`config.mk`:
```
export PLATFORM = sky130hd
export DESIGN_NAME = seg_scan_decoder
export DESIGN_NICKNAME = d
export VERILOG_FILES = /design/src/rtl/seg_pkg.sv /design/src/rtl/seg_glyph_decode.sv /design/src/rtl/seg_scan_decoder.sv
export SDC_FILE = /design/constraint.sdc
export NUM_CORES = 1
export LEC_CHECK = 0
export ABC_AREA = 0
export CORE_MARGIN = 2
export CORE_UTILIZATION = 55
export CTS_BUF_LIST = sky130_fd_sc_hd__clkbuf_8
export DETAILED_ROUTE_END_ITERATION = 7
export PLACE_DENSITY_LB_ADDON = 0.2
export SLEW_MARGIN = 40
export SYNTH_ARGS = -nofsm -noshare
export SYNTH_HDL_FRONTEND = slang
export SYNTH_HIERARCHICAL = 1
export SYNTH_SLANG_ARGS = --single-unit
```
`constraint.sdc`:
```
create_clock -name clk_50MHz -period 4.75 [get_ports clk_50MHz]
set_input_delay 1.425 -clock clk_50MHz [delete_from_list [all_inputs] [get_ports clk_50MHz]]
set_output_delay 1.425 -clock clk_50MHz [all_outputs]
set_load 0.02 [all_outputs]
```
`src/rtl/seg_pkg.sv`:
```
// rtl/seg_pkg.sv - shared glyph, segment-pattern and status definitions for the seven-segment link
package seg_pkg;

    typedef logic [3:0] glyph_t;

    typedef enum logic [2:0] {
        ST_NONE  = 3'd0,
        ST_ON    = 3'd1,
        ST_OFF   = 3'd2,
        ST_ERR   = 3'd3,
        ST_OPEN  = 3'd4,
        ST_BLANK = 3'd7
    } status_e;

    localparam glyph_t GLYPH_BLANK = 4'd0;
    localparam glyph_t GLYPH_O     = 4'd1;
    localparam glyph_t GLYPH_N     = 4'd2;
    localparam glyph_t GLYPH_F     = 4'd3;
    localparam glyph_t GLYPH_E     = 4'd4;
    localparam glyph_t GLYPH_R     = 4'd5;
    localparam glyph_t GLYPH_P     = 4'd6;
    localparam glyph_t GLYPH_BAD   = 4'd15;

    // Active-low {g,f,e,d,c,b,a}; dp is carried separately and never decoded.
    localparam logic [6:0] SEG_BLANK = 7'h7F;
    localparam logic [6:0] SEG_O     = 7'h40;
    localparam logic [6:0] SEG_N     = 7'h2B;
    localparam logic [6:0] SEG_F     = 7'h0E;
    localparam logic [6:0] SEG_E     = 7'h06;
    localparam logic [6:0] SEG_R     = 7'h2F;
    localparam logic [6:0] SEG_P     = 7'h0C;

    function automatic status_e frame_status(input logic [15:0] frame);
        status_e st;
        st = ST_NONE;
        case (frame)
            {GLYPH_O, GLYPH_N, GLYPH_BLANK, GLYPH_BLANK}:     st = ST_ON;
            {GLYPH_O, GLYPH_F, GLYPH_F, GLYPH_BLANK}:         st = ST_OFF;
            {GLYPH_E, GLYPH_R, GLYPH_R, GLYPH_BLANK}:         st = ST_ERR;
            {GLYPH_O, GLYPH_P, GLYPH_E, GLYPH_N}:             st = ST_OPEN;
            {GLYPH_BLANK, GLYPH_BLANK, GLYPH_BLANK, GLYPH_BLANK}: st = ST_BLANK;
            default:                                          st = ST_NONE;
        endcase
        return st;
    endfunction

endpackage

```
`src/rtl/seg_glyph_decode.sv`:
```
// rtl/seg_glyph_decode.sv - maps active-low seven-segment patterns to glyph codes
module seg_glyph_decode
    import seg_pkg::*;
(
    input  logic [6:0] seg,
    output logic [3:0] glyph
);

    always_comb begin
        case (seg)
            SEG_BLANK: glyph = GLYPH_BLANK;
            SEG_O:     glyph = GLYPH_O;
            SEG_N:     glyph = GLYPH_N;
            SEG_F:     glyph = GLYPH_F;
            SEG_E:     glyph = GLYPH_E;
            SEG_R:     glyph = GLYPH_R;
            SEG_P:     glyph = GLYPH_P;
            default:   glyph = GLYPH_BAD;
        endcase
    end

endmodule

```
`src/rtl/seg_scan_decoder.sv`:
```
// rtl/seg_scan_decoder.sv - reassembles scanned four-digit frames and reports a debounced status word
module seg_scan_decoder
    import seg_pkg::*;
#(
    parameter int SETTLE        = 4,
    parameter int FRAME_TIMEOUT = 2_000_000
) (
    input  logic        clk_50MHz,
    input  logic        reset,
    input  logic [7:0]  seg,
    input  logic [3:0]  digit,
    output logic [2:0]  status,
    output logic        status_valid,
    output logic [15:0] glyph,
    output logic        stale
);

    localparam int SW = $clog2(SETTLE + 1);
    localparam int TW = $clog2(FRAME_TIMEOUT + 1);
    localparam logic [SW-1:0] SETTLE_MAX = SW'(SETTLE);
    localparam logic [SW-1:0] SETTLE_PRE = SW'(SETTLE - 1);
    localparam logic [TW-1:0] TO_MAX     = TW'(FRAME_TIMEOUT);
    localparam logic [TW-1:0] TO_PRE     = TW'(FRAME_TIMEOUT - 1);

    localparam logic [0:0] ACQUIRE = 1'b0;
    localparam logic [0:0] CONFIRM = 1'b1;

    logic [7:0]    seg_q;
    logic [3:0]    digit_q;
    logic [11:0]   in_prev;
    logic [SW-1:0] settle_cnt;
    logic [15:0]   slots;
    logic [3:0]    seen;
    logic [15:0]   prev_frame;
    logic [15:0]   frame_q;
    logic          match_q;
    logic [TW-1:0] to_cnt;
    logic [0:0]    state;
    status_e       status_q;
    status_e       confirm_status;

    logic [3:0]  cur_glyph;
    logic [1:0]  digit_idx;
    logic        digit_ok;
    logic        in_same;
    logic        settle_hit;
    logic        capture;
    logic        frame_done;
    logic        stale_entry;
    logic [3:0]  seen_next;
    logic [15:0] frame_next;

    seg_glyph_decode u_glyph_decode (
        .seg   (seg_q[6:0]),
        .glyph (cur_glyph)
    );

    always_comb begin
        digit_ok  = 1'b1;
        digit_idx = 2'd0;
        case (digit_q)
            4'b1110: digit_idx = 2'd0;
            4'b1101: digit_idx = 2'd1;
            4'b1011: digit_idx = 2'd2;
            4'b0111: digit_idx = 2'd3;
            default: digit_ok  = 1'b0;
        endcase
    end

    always_comb begin
        in_same    = ({digit_q, seg_q} == in_prev);
        settle_hit = in_same && (settle_cnt == SETTLE_PRE);
        capture    = settle_hit && digit_ok;
        seen_next  = seen | (4'b0001 << digit_idx);
        // A recapture leaves seen unchanged, so only the last missing digit can complete a frame.
        frame_done = capture && (seen_next == 4'hF);
        frame_next = slots;
        frame_next[{digit_idx, 2'b00} +: 4] = cur_glyph;
        stale_entry    = !frame_done && (to_cnt == TO_PRE);
        confirm_status = frame_status(frame_q);
    end

    always_ff @(posedge clk_50MHz or negedge reset) begin
        if (!reset) begin
            seg_q      <= 8'hFF;
            digit_q    <= 4'hF;
            in_prev    <= 12'hFFF;
            settle_cnt <= '0;
        end else begin
            seg_q   <= seg;
            digit_q <= digit;
            in_prev <= {digit_q, seg_q};
            // Zero is a parked state: an invalid digit pattern stays there until the bus moves.
            if (!in_same)
                settle_cnt <= SW'(1);
            else if (settle_hit && !digit_ok)
                settle_cnt <= '0;
            else if (settle_cnt != '0 && settle_cnt != SETTLE_MAX)
                settle_cnt <= settle_cnt + SW'(1);
        end
    end

    always_ff @(posedge clk_50MHz or negedge reset) begin
        if (!reset) begin
            slots      <= '0;
            seen       <= '0;
            prev_frame <= {4{GLYPH_BAD}};
            frame_q    <= '0;
            match_q    <= 1'b0;
            state      <= ACQUIRE;
        end else begin
            if (capture) begin
                slots <= frame_next;
                seen  <= frame_done ? 4'h0 : seen_next;
            end
            if (frame_done) begin
                frame_q    <= frame_next;
                match_q    <= (frame_next == prev_frame);
                prev_frame <= frame_next;
            end
            state <= (state == ACQUIRE && frame_done) ? CONFIRM : ACQUIRE;
        end
    end

    always_ff @(posedge clk_50MHz or negedge reset) begin
        if (!reset) begin
            status_q     <= ST_NONE;
            status_valid <= 1'b0;
            glyph        <= '0;
            to_cnt       <= '0;
        end else begin
            status_valid <= 1'b0;
            if (frame_done)
                to_cnt <= '0;
            else if (!stale)
                to_cnt <= to_cnt + TW'(1);
            if (state == CONFIRM && match_q) begin
                glyph        <= frame_q;
                status_q     <= confirm_status;
                status_valid <= (confirm_status != status_q);
            end else if (stale_entry) begin
                status_q     <= ST_NONE;
                status_valid <= (status_q != ST_NONE);
            end
        end
    end

    assign stale  = (to_cnt == TO_MAX);
    assign status = status_q;

endmodule
```
== After elaboration in Yosys (flattened, before gate mapping) ==
Index checks and enable logic that the tools add are counted.
Operators by class
  add/subtract/negate cells: 3
  equal/unequal tests: 25
  shifts and indexed selects: 3
  mux-type cells: 16
  bitwise operators: 2
  reductions and logical operators: 15
Operators by type and width (count)
  equality test 16 x 13 -> 1 bit (second input constant): 3
  equality test 21 bit (second input constant): 2
  2-to-1 mux 21 bit: 2
  case mux 4 bit (7 select lines): 1
  adder 21 x 1 -> 21 bit (second input constant): 1
  bitwise mux 16 bit: 1
  equality test 16 x 15 -> 1 bit (second input constant): 1
  equality test 16 bit: 1
  equality test 4 bit (second input constant): 4
  logical NOT 16 bit: 1
  variable shift 4 x 6 -> 16 bit (first input constant): 1
  indexed part select 4 x 6 -> 16 bit: 1
  2-to-1 mux 3 bit: 5
  case mux 3 bit (5 select lines): 1
  equality test 7 x 4 -> 1 bit (second input constant): 2
  equality test 7 x 6 -> 1 bit (second input constant): 2
  equality test 7 bit (second input constant): 2
  equality test 12 bit: 1
  logical AND 1 bit: 8
  equality test 7 x 3 -> 1 bit (second input constant): 1
  negator 4 -> 6 bit: 1
  case mux 2 bit (3 select lines): 1
  nonzero test 3 bit: 2
  equality test 4 x 3 -> 1 bit (second input constant): 1
  other kinds (14): 18
Storage, ports and cells
  flip-flop bits (word level): 122
  input port bits: 14

== Logic depth before layout (Yosys ltp) ==
  depth after elaboration: 10
  gate-level depth with buffers: 14

== By module ==
Netlist, hierarchy kept.
Modules (own cells, without submodules)
  seg_scan_decoder: times used 1, cells each 543, area each 5799.3 um^2
  seg_glyph_decode: times used 1, cells each 20, area each 142.6 um^2

== Worst setup path after synthesis ==
OpenSTA, ideal clock, no wires.
  path type: register to register
  from: register digit_q[3]
  to: register match_q
  setup time: 78 ps
  data arrival time: 2711 ps
  required time: 4672 ps
  slack: 1962 ps
  cell stages (with the launch flop): 13
  period minus slack after synthesis: 2788 ps
  cell sequence: dfstp_2 > buf_2 > xor2_4 > nand2_1 > inv_1 > ha_1 > clkbuf_1 > and4b_1 > a31oi_1 > xnor2_1 > a2111oi_0 > nand4_1 > o2bb2ai_1
On the way
  longest elaborated chain between the ends: 6
RTL lines
  from (decl): line seg_scan_decoder.sv:29  | logic [3:0] digit_q;
  from (signal assigned): line seg_scan_decoder.sv:91  | digit_q <= digit;
  equality test 4 x 3 -> 1 bit or equality test 4 bit (tied branches): line seg_scan_decoder.sv:61  | case (digit_q)
  case mux 2 bit (3 select lines): line seg_scan_decoder.sv:61
  negator 4 -> 6 bit or left shift 1 x 2 -> 4 bit (tied branches): line seg_scan_decoder.sv:78, seg_scan_decoder.sv:74
  indexed part select 4 x 6 -> 16 bit, or another cell as far along: line seg_scan_decoder.sv:78  | frame_next[{digit_idx, 2'b00} +: 4] = cur_glyph;
  bitwise mux 16 bit or equality test 4 bit (tied branches): line seg_scan_decoder.sv:78, seg_scan_decoder.sv:76
  equality test 16 bit or logical AND 1 bit (tied branches): line seg_scan_decoder.sv:118, seg_scan_decoder.sv:76
  to (signal assigned): line seg_scan_decoder.sv:118  | match_q <= (frame_next == prev_frame);
  to (decl): line seg_scan_decoder.sv:36  | logic match_q;
Several ways; a longest one is shown, not always the timed one.
A chain may end at the register's enable or synchronous reset.

== Worst setup path in the final report ==
  from: register to_cnt[13]
  to: output stale
On the way
  longest elaborated chain between the ends: 1
RTL lines
  from (decl): line seg_scan_decoder.sv:37  | logic [TW-1:0] to_cnt;
  from (signal assigned): line seg_scan_decoder.sv:136  | to_cnt <= to_cnt + TW'(1);
  equality test 21 bit: line seg_scan_decoder.sv:148  | assign stale = (to_cnt == TO_MAX);
  to (decl): line seg_scan_decoder.sv:15  | output logic stale
No other way between the ends.

==> impl_metrics.csv <==
group,metric,value,unit
yosys,synth_nets,587,
die,pin_count,35,
grt,overflow,0,
worst_setup_path,ff2ff_setup_slack,1.42,ns
min_path,worstHoldPathCells,0,
pwr,clkPwrFrac,44.7,%
yosys,synthSimpleGateAreaFrac,19.8,%
clock_tree,clock_sinks,122,
yosys,synthMuxAreaShare,4.17,%
worst_setup_path,crit_path_end_kind,"primary output",
worst_setup_path,critPathLaunchType,"flop",
pwr,power.switching,0.000471,W
pwr,seqPwrFrac,50.3,%
place,io_buffer_count,34,
place,place_area,0.00639,mm²
routing,remaining_drc_errors,0,
timing,drv_slew,0,
worst_setup_path,crit_fanout,5,
yosys,synth-xor-area-share,7.10,%
clock_tree,cts_tree,"done",
timing,fin_crit_sh,79.7,%
grt,grt_max_degree,88,
pwr,power.density,314,mW/mm²
routing,wl,12100,µm
finish,n_fill_cell,847,
clock_tree,cts_setup_buffers,0,
die,num_rows,37,
yosys,synth_compound_area_share,11.4,%
timing,period_minus_slack,3.79,ns
timing,rsz0062_at_grt,"false",
routing,dr_total_vias,4304,
die,initial_core_util,57.0,%
pwr,p_int,0.00166,W
routing,wl_per_cell,16.2,µm
yosys,yosysMostFrequentCell,"dfrtp_1",
yosys,synth.top_cell.area_share,34.5,%
yosys,syn_area_per_cell,10.6,µm²
finish,syn2layout_area_growth,14.5,%
grt,grt_pass1_wl,20200,µm
yosys,synth_common_cells,"dfrtp_1, nor2_1, a21oi_1",
routing,vias_per_cell,5.77,
timing,fin_skew,0.0107,ns
pwr,peakVddDrop,0.292,mV
worst_setup_path,worstSetupPathType,"reg -> out",
worst_setup_path,crit_path_max_incr_delay,0.67,ns
worst_setup_path,cp.required,3.32,ns
clock_tree,hold_buffers,0,
clock_tree,cts-htree-levels,4,
flow_run,drv_cap,0,
yosys,yosysUniqueCellTypes,64,
timing,finalSetupViolCount,0,
die,die_x,108,µm
routing,drt-initial-drc-count,207,
timing,timing.fmax,0.264,GHz
finish,seq_area,0.00310,mm²
worst_setup_path,worstPathArrival,2.36,ns
yosys,ys_warn_count,6,
yosys,synth_top_family_by_area,"simple AND/OR/NAND/NOR gates",
finish,diodes,0,
finish,nets,621,
yosys,synth.largest_area_cell,"dfrtp_1",
finish,fin_area,0.00681,mm²
worst_setup_path,crit_cells,4,
clock_tree,clk_path_buf_depth,2,
routing,ant_nets,0,
die,die_h,108,µm
min_path,worst_hold_path_type,"reg -> reg",
clock_tree,cts_resized,0,
clock_tree,path_clk_slew,0.07,ns
worst_setup_path,slowest_stage,"clkdlybuf4s50_1",
yosys,synth_flop_cell,"dfrtp_1",
yosys,synth_seq_area_share,52.2,%
timing,timing.hold.ws,0.372,ns
yosys,ys_top_cells_by_area,"dfrtp_1, dfstp_2, nor2_1",
clock_tree,cts_buffers,17,
yosys,async_flop_share,100,%
clock_tree,cts_root_buffer,"clkbuf_8",
outcome,status,"finished clean",
timing,tightest_slew,0.819,ns
finish,multiInputGateArea,0.00265,mm²
timing,slew-limit-headroom,45.2,%
place,dp_hpwl,8270,µm
worst_setup_path,critical_path_buf_inv_count,1,
worst_setup_path,path_delay_family,"simple AND/OR/NAND/NOR gates",
grt,grt_usage,22.6,%
place,place_congestion,0.823,
routing,dr.pass1.iters,5,
yosys,synth_edf_count,0,
pwr,netSwitchingFraction,22.1,%
die,dieArea,0.0117,mm²
worst_setup_path,reg2reg_depth,10,
finish,drive_above_1_share,18.2,%
grt,antenna_found_initial,0,
grt,grt_pass1_vias,4147,
timing,tns,0,ns
die,coreArea,0.0104,mm²
timing,hold_violations,0,
pwr,p_leak,3.05,nW
yosys,syn_inst,563,
yosys,ys_ff_latch,122,
worst_setup_path,cp_cell_sequence,"nor4b_1, nand4_1, nor2_1, clkdlybuf4s50_1",
yosys,syn_area,0.00594,mm²
clock_tree,clkLatencyLatePin,0.44,ns
pwr,p_comb_share,5.0,%
yosys,synth_fa_ha_area_share,2.11,%
## power by group through the flow
stage	logic (W)	clock network, W	registers (W)
after global routing	0.000120	0.00102	0.00107
final	0.000108	0.000954	0.00107
after global placement	0.000105	0	0.00109
after CTS	0.000109	0.000977	0.00107
after floorplan	0.0000624	0	0.00108
after detailed placement	0.000108	0	0.00109
## final timing paths
| path | from | to |
|---|---|---|
| worst max register to register | digit_q[0] | match_q |
| worst min-delay path | seg_q[7] | in_prev[7] |
| worst max-delay path | to_cnt[13] | stale |
| worst min register to register | seg_q[7] | in_prev[7] |
| min in group asynchronous | reset | slots[2] |
| max in group asynchronous | reset | glyph[5] |
## area by class of cell
cell class / instances / area share [%]
well taps: 136 / 2.50
flip-flops and latches: 122 / 45.6
repair buffers: 40 / 5.87
inverters: 17 / 0.938
clock inverters: 11 / 1.88
multi-input cells: 399 / 39.0
clock buffers: 21 / 4.25
## kinds of logic after synthesis
family	Yosys count
xor gates and xnor gates	46
DFF	122
muxes	22
buffers and inverters	42
AOI/OAI and AO/OA	102
adders and majority gates	10
and+or+nand+nor	219
## layout by cell type (no fill, tap or decap), types with 4 or more instances in the layout
cell type	count
buf_4	5
and3_1	6
dfrtp_1	82
nand4_1	14
or3_1	9
nand3_1	13
nor3_1	8
and2_1	7
a21oi_1	45
nor2b_1	16
clkdlybuf4s50_1	33
dfstp_2	40
clkinv_2	4
a31oi_1	7
nor2_1	80
inv_1	20
xor2_1	29
and4_1	4
nand2b_1	4
and4b_1	5
mux2_2	18
o21ai_0	11
a22o_1	8
xnor2_1	16
ha_1	10
nand2_1	28
nor4_1	5
clkbuf_8	21
## sequential cells by signal (all words and copies together), names as in the netlist
name and count:
to_cnt 21, frame_q 16, glyph 16, prev_frame 16, slots 16, in_prev 12, seg_q 8, digit_q 4
seen 4, settle_cnt 3, status 3, match_q 1, state 1, status_valid 1
## stage by stage
stage / utilization, % / power (W) / worst slack (ns) / std cells
finish: 65.3 / 0.00213 / 0.962 / 746
floorplan: - / 0.00115 / 1.96 / 563
CTS: 65.3 / 0.00216 / 0.915 / 746
global placement: 61.3 / 0.00119 / 1.46 / 714
detailed placement: 61.3 / 0.00120 / 1.41 / 714
global route: 65.3 / 0.00222 / 0.798 / 746
## per-layer routing
layer	share of wire [%]	GRT usage, %	vias to the layer above
met5	0	0	-
met4	1.6	8.97	0
met3	4.2	5.73	17
met2	49	35.3	87
met1	46	30.5	2146
li1	-	-	2054
Note: power is estimated with default switching activity, not from simulation.
